--- src/rtl/popcount_accum_ctrl_pkg.sv ---
// ==========================================================================
// popcount_accum_ctrl_pkg : shared constants, state encoding, width rule
// Rev 1.0
// ==========================================================================
`default_nettype none

package popcount_accum_ctrl_pkg;

  localparam int unsigned C_DATA_W = 15;
  localparam int unsigned C_POP_W  = 4;

  localparam logic [1:0] C_ST_IDLE  = 2'd0;
  localparam logic [1:0] C_ST_ACCUM = 2'd1;
  localparam logic [1:0] C_ST_DRAIN = 2'd2;
  localparam logic [1:0] C_ST_DONE  = 2'd3;

  typedef enum logic [1:0] {
    ST_IDLE  = C_ST_IDLE,
    ST_ACCUM = C_ST_ACCUM,
    ST_DRAIN = C_ST_DRAIN,
    ST_DONE  = C_ST_DONE
  } state_t;

  // Four extra bits hold (2^BEATS_W-1)*15 without overflow.
  function automatic int unsigned sum_w(input int unsigned beats_w);
    return beats_w + 4;
  endfunction

endpackage

`default_nettype wire

--- src/rtl/popcount_accum_ctrl_if.sv ---
// ==========================================================================
// popcount_accum_ctrl_if : job request, beat stream and result handshakes
// Rev 1.0
// ==========================================================================
`default_nettype none

interface popcount_accum_ctrl_if
  import popcount_accum_ctrl_pkg::*;
#(
  parameter int unsigned BEATS_W = 8,
  parameter int unsigned SUM_W   = sum_w(BEATS_W)
);

  logic                start;
  logic [BEATS_W-1:0]  beat_count;
  logic                in_valid;
  logic                in_ready;
  logic [C_DATA_W-1:0] in_data;
  logic                out_valid;
  logic                out_ready;
  logic [SUM_W-1:0]    out_sum;
  logic                busy;

  modport master (
    output start, beat_count, in_valid, in_data, out_ready,
    input  in_ready, out_valid, out_sum, busy
  );

  modport slave (
    input  start, beat_count, in_valid, in_data, out_ready,
    output in_ready, out_valid, out_sum, busy
  );

endinterface

`default_nettype wire

--- src/rtl/adder_15to4.sv ---
// ==========================================================================
// adder_15to4 : 15-input ones counter built from a full-adder compression tree
// Rev 1.0
// ==========================================================================
`default_nettype none

module adder_15to4 (
  input  wire logic [14:0] in_bits,
  output logic      [3:0]  pop
);

  function automatic logic [1:0] fa(input logic a, input logic b, input logic c);
    return {(a & b) | (a & c) | (b & c), a ^ b ^ c};
  endfunction

  // Level 1: five full adders, sums weight 1, carries weight 2.
  logic [1:0] w_l1_0, w_l1_1, w_l1_2, w_l1_3, w_l1_4;
  // Weight-1 reduction to the LSB.
  logic [1:0] w_w1_0, w_w1_1;
  // Weight-2 seven-input reduction.
  logic [1:0] w_w2_0, w_w2_1, w_w2_2;
  // Weight-4 three-input reduction gives bits 2 and 3.
  logic [1:0] w_w4_0;

  assign w_l1_0 = fa(in_bits[0],  in_bits[1],  in_bits[2]);
  assign w_l1_1 = fa(in_bits[3],  in_bits[4],  in_bits[5]);
  assign w_l1_2 = fa(in_bits[6],  in_bits[7],  in_bits[8]);
  assign w_l1_3 = fa(in_bits[9],  in_bits[10], in_bits[11]);
  assign w_l1_4 = fa(in_bits[12], in_bits[13], in_bits[14]);

  assign w_w1_0 = fa(w_l1_0[0], w_l1_1[0], w_l1_2[0]);
  assign w_w1_1 = fa(w_l1_3[0], w_l1_4[0], w_w1_0[0]);

  assign w_w2_0 = fa(w_l1_0[1], w_l1_1[1], w_l1_2[1]);
  assign w_w2_1 = fa(w_l1_3[1], w_l1_4[1], w_w1_0[1]);
  assign w_w2_2 = fa(w_w2_0[0], w_w2_1[0], w_w1_1[1]);

  assign w_w4_0 = fa(w_w2_0[1], w_w2_1[1], w_w2_2[1]);

  assign pop = {w_w4_0[1], w_w4_0[0], w_w2_2[0], w_w1_1[0]};

endmodule

`default_nettype wire

--- src/rtl/popcount_accum_ctrl.sv ---
// ==========================================================================
// popcount_accum_ctrl : counts set bits over a job of 15-bit beats
// Rev 1.0
// ==========================================================================
`default_nettype none

module popcount_accum_ctrl
  import popcount_accum_ctrl_pkg::*;
#(
  parameter int unsigned BEATS_W = 8,
  parameter int unsigned SUM_W   = sum_w(BEATS_W)
) (
  input  wire logic              clk,
  input  wire logic              rst,
  popcount_accum_ctrl_if.slave   bus
);

  state_t               state_q,     state_d;
  logic [BEATS_W-1:0]   remaining_q, remaining_d;
  logic [C_POP_W-1:0]   stage_q,     stage_d;
  logic                 stage_vld_q, stage_vld_d;
  logic [SUM_W-1:0]     acc_q,       acc_d;

  logic [C_POP_W-1:0]   pop;
  logic                 xfer;

  adder_15to4 u_adder_15to4 (
    .in_bits (bus.in_data),
    .pop     (pop)
  );

  assign xfer = (state_q == ST_ACCUM) && bus.in_valid;

  always_comb begin
    state_d     = state_q;
    remaining_d = remaining_q;
    stage_vld_d = xfer;
    stage_d     = xfer ? pop : stage_q;
    acc_d       = stage_vld_q ? acc_q + {{(SUM_W-C_POP_W){1'b0}}, stage_q} : acc_q;

    case (state_q)
      ST_IDLE: begin
        if (bus.start) begin
          acc_d = '0;
          if (bus.beat_count != '0) begin
            state_d     = ST_ACCUM;
            remaining_d = bus.beat_count;
          end else begin
            state_d = ST_DONE;
          end
        end
      end
      ST_ACCUM: begin
        if (xfer) begin
          remaining_d = remaining_q - BEATS_W'(1);
          if (remaining_q == BEATS_W'(1)) begin
            state_d = ST_DRAIN;
          end
        end
      end
      // The final beat's popcount lands in the accumulator during this cycle.
      ST_DRAIN: state_d = ST_DONE;
      ST_DONE: begin
        if (bus.out_ready) begin
          state_d = ST_IDLE;
        end
      end
      default: state_d = ST_IDLE;
    endcase
  end

  always_ff @(posedge clk) begin
    if (rst) begin
      state_q     <= ST_IDLE;
      remaining_q <= '0;
      stage_q     <= '0;
      stage_vld_q <= 1'b0;
      acc_q       <= '0;
    end else begin
      state_q     <= state_d;
      remaining_q <= remaining_d;
      stage_q     <= stage_d;
      stage_vld_q <= stage_vld_d;
      acc_q       <= acc_d;
    end
  end

  assign bus.in_ready  = (state_q == ST_ACCUM);
  assign bus.out_valid = (state_q == ST_DONE);
  assign bus.busy      = (state_q != ST_IDLE);
  assign bus.out_sum   = acc_q;

endmodule

`default_nettype wire

--- src/flat_wrapper.sv ---
// flat-port wrapper written by rule: the top's interface ports become plain ports
module popcount_accum_ctrl_flat import popcount_accum_ctrl_pkg::*;
#(
  parameter int unsigned BEATS_W = 8,
  parameter int unsigned SUM_W   = sum_w(BEATS_W)
)
  (clk, rst, bus_start, bus_beat_count, bus_in_valid, bus_in_data, bus_out_ready, bus_in_ready, bus_out_valid, bus_out_sum, bus_busy);
  popcount_accum_ctrl_if #(.BEATS_W(BEATS_W), .SUM_W(SUM_W)) bus_i ();
  input  wire logic clk;
  input  wire logic rst;
  input wire logic [$bits(bus_i.start)-1:0] bus_start;
  input wire logic [$bits(bus_i.beat_count)-1:0] bus_beat_count;
  input wire logic [$bits(bus_i.in_valid)-1:0] bus_in_valid;
  input wire logic [$bits(bus_i.in_data)-1:0] bus_in_data;
  input wire logic [$bits(bus_i.out_ready)-1:0] bus_out_ready;
  output wire logic [$bits(bus_i.in_ready)-1:0] bus_in_ready;
  output wire logic [$bits(bus_i.out_valid)-1:0] bus_out_valid;
  output wire logic [$bits(bus_i.out_sum)-1:0] bus_out_sum;
  output wire logic [$bits(bus_i.busy)-1:0] bus_busy;
  assign bus_i.start = bus_start;
  assign bus_i.beat_count = bus_beat_count;
  assign bus_i.in_valid = bus_in_valid;
  assign bus_i.in_data = bus_in_data;
  assign bus_i.out_ready = bus_out_ready;
  assign bus_in_ready = bus_i.in_ready;
  assign bus_out_valid = bus_i.out_valid;
  assign bus_out_sum = bus_i.out_sum;
  assign bus_busy = bus_i.busy;
  popcount_accum_ctrl #(.BEATS_W(BEATS_W), .SUM_W(SUM_W)) u_core (.clk(clk), .rst(rst), .bus(bus_i));
endmodule
--- config.mk ---
export PLATFORM = sky130hd
export DESIGN_NAME = popcount_accum_ctrl_flat
export DESIGN_NICKNAME = d
export VERILOG_FILES = /design/src/rtl/popcount_accum_ctrl_pkg.sv /design/src/rtl/popcount_accum_ctrl_if.sv /design/src/rtl/adder_15to4.sv /design/src/rtl/popcount_accum_ctrl.sv /design/src/flat_wrapper.sv
export SDC_FILE = /design/constraint.sdc
export NUM_CORES = 1
export LEC_CHECK = 0
export CORE_ASPECT_RATIO = 1.1
export CORE_MARGIN = 2
export CORE_UTILIZATION = 33
export CTS_BUF_LIST = sky130_fd_sc_hd__clkbuf_2
export CTS_CLUSTER_SIZE = 40
export DETAILED_ROUTE_END_ITERATION = 7
export SLEW_MARGIN = 10
export SYNTH_ARGS = -nofsm -noshare
export SYNTH_HDL_FRONTEND = slang
export SYNTH_HIERARCHICAL = 1
export SYNTH_SLANG_ARGS = --single-unit
--- constraint.sdc ---
create_clock -name clk -period 4.4 [get_ports clk]
set_input_delay 0.66 -clock clk [delete_from_list [all_inputs] [get_ports clk]]
set_output_delay 0.66 -clock clk [all_outputs]
set_load 0.05 [all_outputs]
Word level (Yosys, flattened, before mapping)

Cells that the tools add are included.

Register bits: 27
Bits of input ports: 28
Output and inout bits: 15
Word-level logic and storage cells: 113

$add $sub $neg: 2
Equal/unequal tests: 9
Muxes and demuxes: 13
Bitwise logic cells: 77
Reductions and logical operators: 7

Operators by type and width:

| cell                                                                  | count |
|---|---|
| 12-bit two-way mux                                                    | 3 |
| 1-bit AND                                                             | 33 |
| 8-bit two-way mux                                                     | 3 |
| 1-bit OR                                                              | 22 |
| 1-bit bitwise XOR                                                     | 22 |
| 8-bit one-hot mux with 2 select lines                                 | 1 |
| 12-bit by 4-bit adder with 12-bit output                              | 1 |
| 2-bit two-way mux                                                     | 5 |
| 8-bit by 1-bit equality test with 1-bit output, second input constant | 1 |
| 2-bit one-hot mux with 4 select lines                                 | 1 |
| 4-bit AND reduction                                                   | 2 |
| 8-bit nonzero test                                                    | 1 |
| 8-bit by 1-bit subtractor with 8-bit output, second input constant    | 1 |
| 2-bit by 1-bit != test with 1-bit output, second input constant       | 3 |
| 2-bit equality test, second input constant                            | 2 |
| 2-bit != test, second input constant                                  | 2 |
| 2-bit nonzero test                                                    | 2 |
| 2-bit by 1-bit equality test with 1-bit output, second input constant | 1 |
| 2-bit logical NOT                                                     | 1 |
| 1-bit logical AND                                                     | 1 |

Depth between registers and ports, before layout

Depth in word-level cells: 13
Gate-level depth with buffers: 9
Mapped depth without buffers: 9

By module

Netlist, hierarchy kept.

By module, submodules not included:

| module              | instances | cells each | area an instance (µm²) | seq. area each (µm²) |
|---|---|---|---|---|
| popcount_accum_ctrl | 1         | 194        | 1,656.6                | 540.5 |
| adder_15to4         | 1         | 25         | 272.8                  | 0.0 |

Least setup slack after synthesis

No wires, ideal clock.

Path type: input-to-reg
Start: in bus_in_data[0]
End: reg u_core.stage_q[2]
Setup time: 70 ps
Data arrival time: 3,219 ps
Data required time: 4,330 ps
Slack: 1,111 ps
Cell stages on the path: 9
Path buffers: 0
Path through: inv_1 fa_1 fa_1 fa_1 inv_1 fa_1 fa_1 nand3_1 a21oi_1

Cells in the longest elaborated chain, start to end: 11
Elaborated cells on any way between the ends: 34
Those cells by class: 34 x bitwise

RTL lines:

| what                           | RTL line                  | RTL |
|---|---|---|
| start: declaration             | flat_wrapper.sv:14        | `input wire logic [$bits(bus_i.in_data)-1:0] bus_in_data;` |
| 1-bit bitwise XOR (4 in a row) | adder_15to4.sv:13         | `return {(a & b) \| (a & c) \| (b & c), a ^ b ^ c};` |
| 1-bit AND                      | adder_15to4.sv:13         |  |
| 1-bit OR (2 in a row)          | adder_15to4.sv:13         |  |
| 1-bit AND                      | adder_15to4.sv:13         |  |
| 1-bit OR (2 in a row)          | adder_15to4.sv:13         |  |
| 1-bit bitwise XOR (*)          | adder_15to4.sv:13         |  |
| net u_core.pop[2]              | popcount_accum_ctrl.sv:24 | `logic [C_POP_W-1:0] pop;` |
| end signal: assignment         | popcount_accum_ctrl.sv:82 | `stage_q <= stage_d;` |
| end: declaration               | popcount_accum_ctrl.sv:20 | `logic [C_POP_W-1:0] stage_q, stage_d;` |

The timed path passes the listed nets; every way through them passes the cells marked *.
A chain may end at the register's enable or synchronous reset.

Worst setup path after layout

Ends and elaborated chain as after synthesis.

==> summary.txt <==
STA
  • # setup viols final: 0
  • Max Slew Vio Count: 0
  • RSZ-0062 raised after global routing: no
  • Slew headroom: 0.586
  • Worst-Margin Slew: 0.618 ns
  • Period Utilization, post-route: 0.781
  • Worst hold slack: 0.485 ns
  • Final Skew: 0.00461 ns
  • TNS Setup: 0 ns
  • Post-layout minimum cycle time: 3.44 ns
  • Max Fclk: 0.291 GHz
  • Final Hold Viols: 0

CTS
  • Clock tree root buffer cell: clkbuf_2
  • Clk slew on worst S/H paths: 0.29 ns
  • CTS Buf Count: 3
  • Clk_lat worst skew: 0.38 ns
  • Clk sinks: 27
  • CTS tree: done
  • Post-CTS setup buffers: 0
  • Bufs on Longest Clock Path: 2
  • Max H-tree Level: 1
  • Post-CTS Resized: 0
  • Hold_buf cts: 0

Worst setup path
  • CP most frequent cell: fa_1
  • R2R Setup Slk: 2.22 ns
  • Cell Chain, Critical Path: clkdlybuf4s50_1, inv_1, fa_1, fa_1, fa_1, inv_1, fa_1, fa_1, nand3_1, a21oi_1
  • CP Buf/Inv Count: 3
  • Crit-path slowest cell: fa_1
  • Worst reg2reg path endpoint: u_core/state_q[1]
  • Worst flop-to-flop path startpoint: u_core/state_q[1]
  • Nature of the critical path startpoint: primary input
  • Max incr delay on CP: 0.50 ns
  • R2R depth: 6
  • Crit path max-delay family: adder cells
  • Critical Path RT: 4.73 ns
  • Critical path capture point type: flip-flop
  • Critical path type: primary input to flip-flop
  • Critical Path AT: 3.76 ns
  • Crit-path max FO: 1

Global route
  • First-pass GRT wire length: 8070 microns
  • Initial antenna violation count: 0
  • Gr usage total: 0.147
  • Vias in the first global route: 1,832
  • Remaining Overflow, GRT: 0
  • Largest net degree at the start of global routing: 18

Floorplan
  • FP Rows: 29
  • Die width: 76.9 microns
  • Core box area: 0.00570 sq mm
  • Die area: 0.00648 sq mm
  • Initial core utilization: 0.339
  • Ports: 43
  • Die height: 84.2 microns

Synthesis
  • Cell Area, Synth: 0.00193 sq mm
  • Syn_area_per_cell: 8.81 sq um
  • Post-synth EDFFs: 0
  • Synth Net Count: 270
  • Yosys cell types: 51
  • Post-synth ARST share: 0
  • Seq/Total Area, Yosys: 0.280
  • Most used flip-flop cell after synthesis: dfxtp_1
  • Syn Inst Count: 219
  • Yosys reg bits: 27
  • Synth warnings: 6

Placement
  • Dpl cells: 331
  • Placed instance area: 0.00241 sq mm
  • GP Congestion: 0.816
  • Port bufs: 42
  • DP HPWL: 3450 microns

Finish
  • Most frequent cells in the layout: clkdlybuf4s50_1 (42), dfxtp_1 (27), inv_1 (25)
  • Area grow syn2layout: 26.3%
  • # fillers: 601
  • Reg area: 541 sq um
  • Nets: 310
  • Fraction of layout cells with a size suffix above 1: 0.0543
  • Final Cell Area: 0.00244 sq mm
  • Diode count: 0
  • Multi-input gate area: 0.00126 sq mm
  • Non-filler instance count after layout: 335
  • Commonest non-fill, non-tap cell in the layout: clkdlybuf4s50_1
  • Final Util: 0.428

Detailed routing
  • Post-Route WL: 4340 microns
  • Detail Route Antenna Nets: 0
  • DRT Pass-1 Iters: 4
  • Routed vias: 1,741
  • Avg Vias per Cell: 5.20
  • DRT iter0 DRCs: 72
  • DR DRC count: 0
  • Routed WL per cell: 13.0 microns

Job
  • Max cap viols: 0

Hold path
  • Hold path cells: 2
  • Hold Crit Start: u_core/remaining_q[7]
  • Worst Hold Class: flip-flop to flip-flop
  • Hold Crit Endpoint: u_core/remaining_q[7]

Pwr
  • Leak Pwr: 0.926 nW
  • Ratio of total power to cell area: 405 mW/mm^2
  • Worst IR Drop VDD: 0.248 mV

Status
  • Outcome: complete, no violations
==> tightest hold or removal path, stage by stage (launching register included) <==
cell and delay (ns):
dfxtp_1 0.38, nand2_1 0.05, o32ai_1 0.06
==> worst max-delay path by stage <==
stage                     cells after the start                 to  slack (ns)            from
after CTS                                    10  u_core/stage_q[2]        0.98  bus_in_data[0]
after floorplan                               9  u_core/stage_q[2]        1.11  bus_in_data[0]
final                                        10  u_core/stage_q[2]        0.96  bus_in_data[0]
after global placement                       10  u_core/stage_q[2]        0.55  bus_in_data[0]
after detailed placement                     10  u_core/stage_q[2]        0.54  bus_in_data[0]
after global routing                         10  u_core/stage_q[2]        0.86  bus_in_data[1]
==> stage by stage <==
| step | total power, W | setup slack, ns |
|---|---|---|
| after floorplan | 0.000741 | 1.11 |
| after global placement | 0.000880 | 0.554 |
| after detailed placement | 0.000884 | 0.536 |
| after CTS | 0.000991 | 0.976 |
| after global routing | 0.00108 | 0.859 |
| final | 0.000988 | 0.965 |
==> area by class of cell <==
cell class / count / area share
clock buffers: 3 / 0.00616
clock inverters: 1 / 0.00308
inverters: 26 / 0.0401
multi-input cells: 159 / 0.517
flip-flops and latches: 27 / 0.222
well taps: 77 / 0.0395
repair buffers: 42 / 0.173
==> power breakdown <==
| part | leakage, nW | internal [W] | switching [W] |
|---|---|---|---|
| clock | 0.0126 | 0.0000210 | 0.0000835 |
| combinational | 0.694 | 0.000230 | 0.000324 |
| sequential | 0.219 | 0.000285 | 0.0000443 |
| total | 0.926 | 0.000536 | 0.000452 |
==> logic make-up (layout without fill, tap and decap cells) <==
family	Yosys count	count (layout)	synth area share
AOI/OAI and AO/OA	63	63	0.232
xor gates and xnor gates	3	3	0.0136
adders and majority gates	23	23	0.196
buffers and inverters	33	72	0.0674
DFF	27	27	0.280
muxes	4	4	0.0214
and+or+nand+nor	66	66	0.189
==> layer usage <==
| metal | track usage | wire [microns] |
|---|---|---|
| met1 | 0.181 | 1920 |
| met2 | 0.264 | 2140 |
| met3 | 0.0280 | 221 |
| met4 | 0.0347 | 59 |
| met5 | 0 | 0 |
==> state kept, by name, summed over array words and instances, names as in the netlist <==
name                flops
u_core/bus.out_sum     12
u_core/remaining_q      8
u_core/stage_q          4
u_core/stage_vld_q      1
u_core/state_q          2
==> cells in the mapped netlist, types with 4 or more instances <==
library cell / instances / area, sq um
dfxtp_1: 27 / 541
inv_1: 25 / 93.8
a21oi_1: 20 / 100
nand2_1: 18 / 67.6
nand3_1: 13 / 65.1
fa_1: 12 / 240
ha_1: 11 / 138
nor2_1: 10 / 37.5
o21ai_0: 6 / 30.0
a31oi_1: 5 / 31.3
a21o_1: 4 / 30.0
clkbuf_1: 4 / 15.0
o31ai_1: 4 / 30.0
or3_1: 4 / 25.0
Power figures use the tool's default switching activity.
